===== config.mk =====
export PLATFORM = sky130hd
export DESIGN_NAME = uart_receiver_fifo
export DESIGN_NICKNAME = d
export VERILOG_FILES = /design/src/rtl/uart_receiver_fifo.sv
export SDC_FILE = /design/constraint.sdc
export NUM_CORES = 1
export LEC_CHECK = 0
export CORE_MARGIN = 10
export CORE_UTILIZATION = 55
export CTS_BUF_LIST = sky130_fd_sc_hd__clkbuf_4 sky130_fd_sc_hd__clkbuf_8
export DETAILED_ROUTE_END_ITERATION = 8
export PLACE_DENSITY_LB_ADDON = 0.05
export SETUP_SLACK_MARGIN = 0.5
export SLEW_MARGIN = 20
export SYNTH_ARGS = -nofsm -noshare
export SYNTH_HDL_FRONTEND = slang
export SYNTH_SLANG_ARGS = --single-unit

===== constraint.sdc =====
create_clock -name clock -period 5.4 [get_ports clock]
set_clock_uncertainty 0.15 [all_clocks]
set_input_delay 1.08 -clock clock [delete_from_list [all_inputs] [get_ports clock]]
set_output_delay 1.08 -clock clock [all_outputs]
set_load 0.01 [all_outputs]

===== src/rtl/uart_receiver_fifo.sv =====
// 8N1 UART receiver (LSB first) with a show-ahead receive FIFO.
// Bytes are delivered over a valid/ready handshake; framing and overrun errors pulse for one cycle.
module uart_receiver_fifo #(
    parameter int CLOCK_FREQUENCY = 50000000,
    parameter int BAUD_RATE       = 115200,
    parameter int FIFO_DEPTH      = 16
) (
    input  logic                          clock,
    input  logic                          reset,
    input  logic                          uart_rx,
    output logic [7:0]                    rx_data,
    output logic                          rx_valid,
    input  logic                          rx_ready,
    output logic                          frame_error,
    output logic                          overrun,
    output logic [$clog2(FIFO_DEPTH):0]   fifo_count
);

    localparam int CYCLES_PER_BIT = CLOCK_FREQUENCY / BAUD_RATE;
    localparam int TIMER_W        = $clog2(CYCLES_PER_BIT) + 1;
    localparam int PTR_W          = $clog2(FIFO_DEPTH);
    localparam int CNT_W          = PTR_W + 1;

    // Timer reloads are one less than the wanted period because expiry is the cycle that reads zero.
    localparam logic [TIMER_W-1:0] HALF_RELOAD = TIMER_W'(CYCLES_PER_BIT / 2 - 1);
    localparam logic [TIMER_W-1:0] FULL_RELOAD = TIMER_W'(CYCLES_PER_BIT - 1);

    localparam logic [1:0] ST_IDLE  = 2'd0;
    localparam logic [1:0] ST_START = 2'd1;
    localparam logic [1:0] ST_DATA  = 2'd2;
    localparam logic [1:0] ST_STOP  = 2'd3;

    generate
        if (CYCLES_PER_BIT < 4) begin : g_bad_rate
            $error("uart_receiver_fifo: CYCLES_PER_BIT must be at least 4");
        end
        if (FIFO_DEPTH < 2 || (FIFO_DEPTH & (FIFO_DEPTH - 1)) != 0) begin : g_bad_depth
            $error("uart_receiver_fifo: FIFO_DEPTH must be a power of two >= 2");
        end
    endgenerate

    logic               sync1_q, sync2_q;
    logic [1:0]         state_q, state_d;
    logic [TIMER_W-1:0] timer_q, timer_d;
    logic [2:0]         bit_idx_q, bit_idx_d;
    logic [7:0]         shift_q, shift_d;
    logic               frame_error_q, frame_error_d;
    logic               overrun_q, overrun_d;
    logic [PTR_W-1:0]   wr_ptr_q, wr_ptr_d;
    logic [PTR_W-1:0]   rd_ptr_q, rd_ptr_d;
    logic [CNT_W-1:0]   count_q, count_d;
    logic [7:0]         mem_q [FIFO_DEPTH];

    logic tick, push_req, push_ok, pop, full;

    assign tick = (timer_q == '0);

    // NOTE: every signal gets a default at the top of the block so no path leaves it unassigned (no latch).
    always_comb begin
        state_d       = state_q;
        timer_d       = timer_q;
        bit_idx_d     = bit_idx_q;
        shift_d       = shift_q;
        push_req      = 1'b0;
        frame_error_d = 1'b0;
        case (state_q)
            ST_IDLE: begin
                if (!sync2_q) begin
                    timer_d = HALF_RELOAD;
                    state_d = ST_START;
                end
            end
            ST_START: begin
                if (!tick) begin
                    timer_d = timer_q - TIMER_W'(1);
                end else if (!sync2_q) begin
                    timer_d   = FULL_RELOAD;
                    bit_idx_d = '0;
                    state_d   = ST_DATA;
                end else begin
                    state_d = ST_IDLE;
                end
            end
            ST_DATA: begin
                if (!tick) begin
                    timer_d = timer_q - TIMER_W'(1);
                end else begin
                    shift_d = {sync2_q, shift_q[7:1]};
                    timer_d = FULL_RELOAD;
                    if (bit_idx_q == 3'd7) state_d = ST_STOP;
                    else                   bit_idx_d = bit_idx_q + 3'd1;
                end
            end
            default: begin
                if (!tick) begin
                    timer_d = timer_q - TIMER_W'(1);
                end else begin
                    state_d       = ST_IDLE;
                    push_req      = sync2_q;
                    frame_error_d = !sync2_q;
                end
            end
        endcase
    end

    always_comb begin
        full      = (count_q == CNT_W'(FIFO_DEPTH));
        rx_valid  = (count_q != '0);
        pop       = rx_valid && rx_ready;
        // A full FIFO still accepts a byte when the head is leaving in the same cycle.
        push_ok   = push_req && (!full || pop);
        overrun_d = push_req && full && !pop;
        wr_ptr_d  = push_ok ? wr_ptr_q + PTR_W'(1) : wr_ptr_q;
        rd_ptr_d  = pop ? rd_ptr_q + PTR_W'(1) : rd_ptr_q;
        count_d   = count_q + CNT_W'(push_ok) - CNT_W'(pop);
    end

    // NOTE: sequential state uses non-blocking assignments so every flop samples pre-edge values.
    always_ff @(posedge clock or negedge reset) begin
        if (!reset) begin
            sync1_q       <= 1'b1;
            sync2_q       <= 1'b1;
            state_q       <= ST_IDLE;
            timer_q       <= '0;
            bit_idx_q     <= '0;
            shift_q       <= '0;
            frame_error_q <= 1'b0;
            overrun_q     <= 1'b0;
            wr_ptr_q      <= '0;
            rd_ptr_q      <= '0;
            count_q       <= '0;
        end else begin
            sync1_q       <= uart_rx;
            sync2_q       <= sync1_q;
            state_q       <= state_d;
            timer_q       <= timer_d;
            bit_idx_q     <= bit_idx_d;
            shift_q       <= shift_d;
            frame_error_q <= frame_error_d;
            overrun_q     <= overrun_d;
            wr_ptr_q      <= wr_ptr_d;
            rd_ptr_q      <= rd_ptr_d;
            count_q       <= count_d;
        end
    end

    // NOTE: the storage array is not reset; rx_data is gated by rx_valid so stale entries never show.
    always_ff @(posedge clock) begin
        if (push_ok) mem_q[wr_ptr_q] <= shift_q;
    end

    assign rx_data     = rx_valid ? mem_q[rd_ptr_q] : 8'h00;
    assign frame_error = frame_error_q;
    assign overrun     = overrun_q;
    assign fifo_count  = count_q;

endmodule


==> results.ini, run 1 <==
[setup_path]
crit_chain=buf_4, mux4_2, mux4_2, and2_1, clkdlybuf4s50_1
worst-path-max-fanout=17
cp_common_cell=mux4_2
start_kind=flop
worst-path-buf-inv=2
required_ps=4170
crit_slowest_cell=dfrtp_1
critPathTopFamily=flip-flops
crit_type=flop to primary output
arrival_ps=3200
end_kind=primary output
cpPeakStageDelay_ps=890

[clock_tree]
htreeDepth=4
cts_hold_buf=0
clk_latency_ps=460
cts_buffer_depth=2
clkTransAtPathRegs_ps=80
ctsResizeCount=0
cts_tree=built
cts_sinks=168
postCtsSetupBuffers=0
numCtsBuffers=17
cts-root-buf=clkbuf_8

[synth]
synth-main-ff-cell=edfxtp_1
synth_top_area_share_pct=53.5
synth.most_common_cell=edfxtp_1
syn_inst=415
ys_types=49
synthAdderAreaFrac_pct=3.59
ys_warn_count=0
synth_top_family_by_area=multiplexers
synthArstFlopShare_pct=23.8
synthTopCellsByArea=edfxtp_1 (54%), dfrtp_1 (13%), mux4_2 (13%)
ys_seq_area_share_pct=67.5
post-synth-top-area-cell=edfxtp_1
synth_edf_count=128
ys_ff_latch=168
synth_commonest_cells=edfxtp_1 (128), mux4_2 (40), dfrtp_1 (38)
synthMuxAreaShare_pct=14.0
yosys.area_share.simple_pct=6.87
syn_area_per_cell_um2=17.3
synth_xor_area_share_pct=1.22
syn_nets=439
synth-compound-area-share_pct=4.37
synth_area_mm2=0.00718

[die]
dieArea_mm2=0.0180
core_mm2=0.0127
io_pins=20
fp.dieH_um=134
die_width_um=134
start_util_pct=56.4
num_rows=41

[placed_design]
place.gp.congestion=0.810
io_buffers=19
hpwl_um=9000
placed_area_mm2=0.00761

[routing]
antenna_left=0
drtIter0Drc=339
vias=3714
wl_per_cell_um=22.6
avgViaCountPerCell=5.92
first_pass_iters=5
drc=0
wl_um=14100

[sta]
tightestPinTransition_ps=928
fmax_mhz=226
rsz0062_at_grt=false
setup-tns-final_ps=0
relSlewSlack_pct=37.9
final_hold_viol_count=0
finalSetupViolCount=0
min_period_over_period_pct=82.1
min_period_ps=4430
slew_viol_final=0

[global_route]
gr-total-overflow=0
grt_pass1_wl_um=21900
grtUsageTotal_pct=16.6
grt_max_degree=41
grt_pass1_vias=3719
antenna_found_initial=0

[final_layout]
nets=466
layout-drive-gt1-share_pct=22.2
fin_area_mm2=0.00800
multi_input_area_mm2=0.00221
regArea_mm2=0.00485
diodes=0
areaGrowthSynthToFinish_pct=11.4
fillers=963

[job]
maxCapViolCount=0

[power_and_ir_drop]
peakVddDrop_mv=0.257
power.density_mw_per_mm2=356
p_leak_nw=3.15

[run_status]
status=finished, final reports clean

[min_path]
hold_class=flop to flop

==> routing by layer <==
metal	track usage [%]	wire, um
met1	22.2	6160
met2	25.6	6730
met3	4.82	1100
met4	5.50	145
met5	0	0
==> worst reg2reg max path, delay by kind of cell (launching register included) <==
kind | cells | cell delay, ps
simple gates | 5 | 1230
fa+ha+maj | 4 | 1040
buf+inv | 5 | 440
flops | 1 | 420
xor+xnor | 1 | 120
compound gates | 1 | 60
==> stage by stage <==
| stage | utilization, % | hold slack, ps | total power, mW | std cells | worst slack [ps] |
|---|---|---|---|---|---|
| 2_1_floorplan | - | 195 | 1.87 | 415 | 2270 |
| 4_1_cts | 62.9 | 198 | 2.89 | 627 | 904 |
| 5_1_grt | 62.9 | 207 | 2.99 | 627 | 814 |
| 6_report | 62.9 | 202 | 2.85 | 627 | 966 |
| 3_5_place_dp | 59.8 | 202 | 2.02 | 595 | 1400 |
| 3_3_place_gp | 59.8 | 197 | 2.01 | 595 | 1440 |
==> path summary, 6_finish.rpt <==
check                      cells past startpoint                     from                      end  slack, ps
min in group asynchronous                      1                    reset  rd_ptr_q[3]$_DFFE_PN0P_        610
max                                            5  rd_ptr_q[1]$_DFFE_PN0P_               rx_data[0]        970
max reg2reg                                   16   timer_q[1]$_DFFE_PN0P_  fifo_count[4]$_DFF_PN0_       1820
min                                            0        sync1_q$_DFF_PN1_        sync2_q$_DFF_PN1_        200
min reg2reg                                    0        sync1_q$_DFF_PN1_        sync2_q$_DFF_PN1_        200
max in group asynchronous                      1                    reset  rd_ptr_q[0]$_DFFE_PN0P_       3850
==> state kept, by name, summed over array words and instances, names as in the netlist <==
register and flops:
fifo_count 5, sync2_q 1, sync1_q 1, rd_ptr_q 4, state_q 2, wr_ptr_q 4
frame_error 1, shift_q 8, bit_idx_q 3, timer_q 10, overrun 1, mem_q 128
==> cells by family after synthesis <==
group / Yosys count
adders and majority gates: 20
and+or+nand+nor: 83
DFF: 168
AOI/OAI and AO/OA: 45
buffers and inverters: 40
xor gates and xnor gates: 10
muxes: 49
==> area by class of cell <==
cell class,count,share of cell area (%)
Sequential cell,168,60.6
Multi-Input combinational cell,207,27.7
Clock buffer,22,3.55
Timing Repair Buffer,26,3.13
Tap cell,172,2.69
Clock inverter,10,1.28
Inverter,22,1.06
==> cell usage in the layout (no fill, tap or decap), types with 10 or more instances in the layout <==
cell type,Yosys,final
clkdlybuf4s50_1,0,18
and2_1,17,17
edfxtp_1,128,128
dfrtp_1,38,37
ha_1,19,19
nand2_1,16,16
nor2_1,12,12
a21oi_1,11,11
mux4_2,40,40
o21ai_0,10,10
clkbuf_8,0,19
inv_1,21,21
==> where the power goes <==
part	total, mW	leakage, nW	internal (mW)	switching [mW]
Clock	0.874	0.211	0.446	0.428
Sequential	1.55	1.99	1.41	0.142
Combinational	0.423	0.948	0.249	0.173
(Power assumes the default switching activity.)
==> run 2: changes to the inputs <==
==> constraint.sdc (replaced) <==
create_clock -name clock -period 4.15 [get_ports clock]
set_clock_uncertainty 0.15 [all_clocks]
set_input_delay 0.83 -clock clock [delete_from_list [all_inputs] [get_ports clock]]
set_output_delay 0.83 -clock clock [all_outputs]
set_load 0.01 [all_outputs]
==> results.ini, run 2 (synthesis gave the netlist of run 1 again) <==
[die]
dieArea_mm2=0.0180
io_pins=20
start_util_pct=56.4
num_rows=41
core_mm2=0.0127
die_width_um=134
fp.dieH_um=134

[placed_design]
place.gp.congestion=0.841
hpwl_um=8560
dp.cells=599
io_buffers=19
preCtsSetupSlack_ps=533

[sta]
relSlewSlack_pct=42.0
setup-tns-final_ps=0
finalSetupViolCount=0
slew_viol_final=0
min_period_over_period_pct=86.7
fmax_mhz=278
tightestPinTransition_ps=871
final_hold_viol_count=0
rsz0062_at_grt=true
min_period_ps=3600
timing.final.ws_setup_ps=554

[routing]
wl_um=13200
first_pass_iters=4
wl_per_cell_um=20.7
vias=3704
antenna_left=0
avgViaCountPerCell=5.81
drc=0
drtIter0Drc=324

[final_layout]
regArea_mm2=0.00485
fillers=936
mostFrequentLayoutCells=edfxtp_1 (128), mux4_2 (40), dfrtp_1 (37)
multi_input_area_mm2=0.00218
nets=477
diodes=0
layout_top_registers=mem_q (128), timer_q (10), shift_q (8)
layout-drive-gt1-share_pct=24.9
areaGrowthSynthToFinish_pct=13.5
top_register=mem_q
largest_reg_flops=128
final_common_cell=edfxtp_1
fin_cells=637

[global_route]
gr-total-overflow=0
antenna_found_initial=0
grt_pass1_wl_um=21000
grtUsageTotal_pct=15.4
grt_pass1_vias=3722
grt_max_degree=41

[clock_tree]
htreeDepth=4
cts_buffer_depth=2
numCtsBuffers=17
cts_sinks=168
cts_tree=built
cts-root-buf=clkbuf_8
cts_hold_buf=0
clk_latency_ps=450
clkTransAtPathRegs_ps=90

[power_and_ir_drop]
p_leak_nw=3.24
peakVddDrop_mv=0.187
power.density_mw_per_mm2=481

[job]
maxCapViolCount=0

[setup_path]
critPathTopFamily=multiplexers
end_kind=primary output
worst-path-max-fanout=5
crit_slowest_cell=mux4_2
arrival_ps=2620
start_kind=flop
crit_type=flop to primary output
crit_chain=buf_12, buf_12, buf_16, mux4_2, mux4_2, and2_1, clkdlybuf4s15_1
cpPeakStageDelay_ps=470
required_ps=3170
worst-path-buf-inv=4

[run_status]
status=finished, final reports clean

[min_path]
hold_class=flop to flop

## run 2: layout make-up
cell class	instances	share of cell area, %
Clock buffer	19	3.06
Sequential cell	168	59.5
Multi-Input combinational cell	207	26.8
Inverter	22	1.04
Timing Repair Buffer	37	5.13
Clock inverter	12	1.87
Tap cell	172	2.64
## run 2: metal layers
| layer | vias up | routed length, um | global-route usage [%] |
|---|---|---|---|
| li1 | 1688 | - | - |
| met1 | 1918 | 6150 | 21.0 |
| met2 | 84 | 6290 | 23.0 |
| met3 | 14 | 587 | 4.18 |
| met4 | 0 | 136 | 5.80 |
| met5 | - | 0 | 0 |
## run 2: worst register-to-register path: cells and delay by family (launching register included)
family | cells | cell delay (ps)
flip-flops | 1 | 420
buffers and inverters | 5 | 400
AO/OA/AOI/OAI | 1 | 60
AND/OR/NAND/NOR | 5 | 1000
XOR/XNOR | 1 | 110
adder cells (fa/ha/maj) | 4 | 1000
## run 2: worst paths after layout
path                                    startpoint                      end  slack [ps]  cells after the start
min reg2reg                      sync1_q$_DFF_PN1_        sync2_q$_DFF_PN1_         220                      0
max                        rd_ptr_q[0]$_DFFE_PN0P_               rx_data[2]         550                      7
max in group asynchronous                    reset  rd_ptr_q[0]$_DFFE_PN0P_        2910                      1
min in group asynchronous                    reset  fifo_count[0]$_DFF_PN0_         350                      1
min                              sync1_q$_DFF_PN1_        sync2_q$_DFF_PN1_         220                      0
max reg2reg                 timer_q[0]$_DFFE_PN0P_  fifo_count[4]$_DFF_PN0_         900                     16
## run 2: power by group
group          internal (mW)  switching, mW  total [mW]
clock                  0.603          0.562        1.16
combinational          0.473          0.359       0.832
sequential              1.84         0.0831        1.92
total                   2.92           1.00        3.92
## run 2: per-stage QoR
stage | hold WS (ps) | total power, mW | area [um^2] | utilization [%]
5_1_grt | 215 | 4.11 | 8150 | 64.0
2_1_floorplan | 195 | 2.43 | 7180 | -
4_1_cts | 216 | 3.94 | 8140 | 64.0
6_report | 216 | 3.92 | 8150 | 64.0
3_3_place_gp | 196 | 2.60 | 7610 | 59.8
3_5_place_dp | 203 | 2.60 | 7610 | 59.8
## run 2: timing repair
item,in CTS,in global routing
setup endpoints to repair,8,8
resized for setup,12,13
endpoints found under the hold margin,0,0
buffers inserted,3,0
pin swaps,0,0
gates cloned,3,1
==> run 3: changes to the inputs <==
--- a/config.mk
+++ b/config.mk
@@ -5,6 +5,7 @@
 export SDC_FILE = /design/constraint.sdc
 export NUM_CORES = 1
 export LEC_CHECK = 0
+export ABC_AREA = 1
 export CORE_MARGIN = 10
 export CORE_UTILIZATION = 55
 export CTS_BUF_LIST = sky130_fd_sc_hd__clkbuf_4 sky130_fd_sc_hd__clkbuf_8
==> results.ini, run 3 <==
[synth]
synth-main-ff-cell=edfxtp_1
synth.most_common_cell=nand2_1
syn_area_per_cell_um2=10.4
ys_warn_count=0
syn_nets=755
synthArstFlopShare_pct=23.8
synth_area_mm2=0.00761
synth_edf_count=128
ys_types=35
syn_inst=731
ys_seq_area_share_pct=63.7
synth_top_area_share_pct=50.5
ys_ff_latch=168
post-synth-top-area-cell=edfxtp_1
synth_commonest_cells=nand2_1 (236), edfxtp_1 (128), nand3_1 (105)
synthTopCellsByArea=edfxtp_1 (50%), dfrtp_1 (12%), nand2_1 (12%)

[final_layout]
final_common_cell=nand2_1
largest_reg_flops=128
fin_cells=952
mostFrequentLayoutCells=nand2_1 (236), edfxtp_1 (128), nand3_1 (105)
top_register=mem_q
layout_top_registers=mem_q (128), timer_q (10), shift_q (8)
nets=787
fillers=1108
layout-drive-gt1-share_pct=10.6
diodes=0
areaGrowthSynthToFinish_pct=11.3
finish.utilization_pct=63.3

[die]
num_rows=42
dieArea_mm2=0.0190
io_pins=20
start_util_pct=56.8
fp.dieH_um=138
core_mm2=0.0134
die_width_um=138

[min_path]
hold_class=flop to flop

[clock_tree]
clk_latency_ps=460
clkTransAtPathRegs_ps=90
cts_hold_buf=0
cts-root-buf=clkbuf_8
numCtsBuffers=17
cts_sinks=168
htreeDepth=4
cts_buffer_depth=2
cts_tree=built

[setup_path]
end_kind=primary output
worst-path-buf-inv=3
required_ps=3170
crit_type=flop to primary output
crit_slowest_cell=clkdlybuf4s50_1
arrival_ps=2500
cp_common_cell=nand2_1
cpPeakStageDelay_ps=570
crit_chain=inv_4, buf_12, nand2_1, nand3_1, nand3_1, nand2_1, nand2_1, a21oi_1, clkdlybuf4s50_1
worst-path-max-fanout=33
start_kind=flop
critPathTopFamily=buffers and inverters

[sta]
rsz0062_at_grt=false
tightestPinTransition_ps=928
setup-tns-final_ps=0
relSlewSlack_pct=38.1
finalSetupViolCount=0
fmax_mhz=288
final_hold_viol_count=0
slew_viol_final=0
min_period_ps=3480
min_period_over_period_pct=83.7

[global_route]
grt_pass1_vias=4920
grtUsageTotal_pct=18.0
grt_pass1_wl_um=25800
grt_max_degree=67
antenna_found_initial=0
gr-total-overflow=0

[placed_design]
io_buffers=19
hpwl_um=10400
dp.cells=917
place.gp.congestion=0.813

[routing]
vias=5174
drtIter0Drc=474
drc=0
avgViaCountPerCell=5.43
antenna_left=0
first_pass_iters=4
wl_um=16400
wl_per_cell_um=17.2

[power_and_ir_drop]
p_leak_nw=3.64
power.density_mw_per_mm2=521
peakVddDrop_mv=0.430

[run_status]
status=finished, final reports clean

[job]
maxCapViolCount=0

==> run 3: cell types whose count changed after synthesis, sizes merged, moves of 9 or more <==
| cell | previous run | this run |
|---|---|---|
| nor2 | 12 | 28 |
| buf | 11 | 26 |
| mux2 | 9 | 0 |
| nand3 | 4 | 108 |
| mux4 | 40 | 0 |
| inv | 22 | 51 |
| nand2 | 16 | 241 |
| xor2 | 2 | 13 |
| and2 | 17 | 0 |
| nor3 | 5 | 18 |
| o21ai | 10 | 23 |
==> run 3: routing by layer <==
metal / up-vias / global-route usage, % / wire length, um
met2: 150 / 29.0 / 7980
li1: 2521 / - / -
met3: 20 / 3.79 / 1080
met5: - / 0 / 0
met4: 0 / 7.44 / 284
met1: 2483 / 23.1 / 7060
==> run 3: cell families (layout without fill, tap and decap cells) <==
group	count (synthesis)	count (layout)	share of synthesized area (%)
adder cells (fa/ha/maj)	20	20	3.38
XOR/XNOR	15	15	1.73
flip-flops	168	168	63.7
AO/OA/AOI/OAI	41	41	2.84
buffers and inverters	84	129	4.78
AND/OR/NAND/NOR	403	403	23.6
==> run 3: where the power goes <==
part | switching (mW) | internal [mW]
combinational | 0.855 | 0.519
clock | 0.558 | 0.588
sequential | 0.0567 | 1.84
==> run 3: area by class of cell <==
| class | count | area (um^2) | area share [%] |
|---|---|---|---|
| Sequential cell | 168 | 4850 | 57.2 |
| Multi-Input combinational cell | 479 | 2400 | 28.4 |
| Timing Repair Buffer | 43 | 402 | 4.74 |
| Clock buffer | 23 | 292 | 3.44 |
| Tap cell | 176 | 220 | 2.60 |
| Inverter | 53 | 205 | 2.42 |
| Clock inverter | 9 | 100 | 1.18 |
| Timing Repair inverter | 1 | 7.51 | 0.0885 |
==> run 3: worst paths after layout <==
| check | from | end | slack (ps) | cells after the start |
|---|---|---|---|---|
| worst max-delay path | rd_ptr_q[0]$_DFFE_PN0P_ | rx_data[5] | 670 | 9 |
| worst min-delay path | sync1_q$_DFF_PN1_ | sync2_q$_DFF_PN1_ | 210 | 0 |
| worst max register to register | timer_q[0]$_DFFE_PN0P_ | fifo_count[4]$_DFF_PN0_ | 1040 | 15 |
| worst min register to register | sync1_q$_DFF_PN1_ | sync2_q$_DFF_PN1_ | 210 | 0 |
| max in group asynchronous | reset | rd_ptr_q[0]$_DFFE_PN0P_ | 2870 | 1 |
| min in group asynchronous | reset | timer_q[4]$_DFFE_PN0P_ | 360 | 1 |
==> run 3: worst reg2reg max path, cell delays in order, from the launching register on <==
cell     delay, ps
dfrtp_1        380
inv_1          140
ha_1           170
inv_1           60
nor2_2         150
nand3_4        160
nor2_4         130
nand3_4        210
ha_1           360
inv_1           60
ha_1           150
inv_1           60
fa_1           410
o21ai_0        180
a21oi_1        100
xor2_1         140
==> run 3: through the flow <==
stage	cell area [um^2]	total power, mW	setup slack (ps)	hold slack [ps]
floorplan	7610	2.76	1350	195
global placement	8030	3.23	783	199
detailed placement	8030	3.24	695	199
CTS	8440	4.41	511	211
global route	8480	4.65	510	213
finish	8480	4.42	675	209
==> run 3: repair_timing <==
| action | CTS | global route |
|---|---|---|
| setup buffers | 0 | 2 |
| resized for setup | 3 | 5 |
| setup endpoints to repair | 8 | 8 |
| cloned | 1 | 0 |
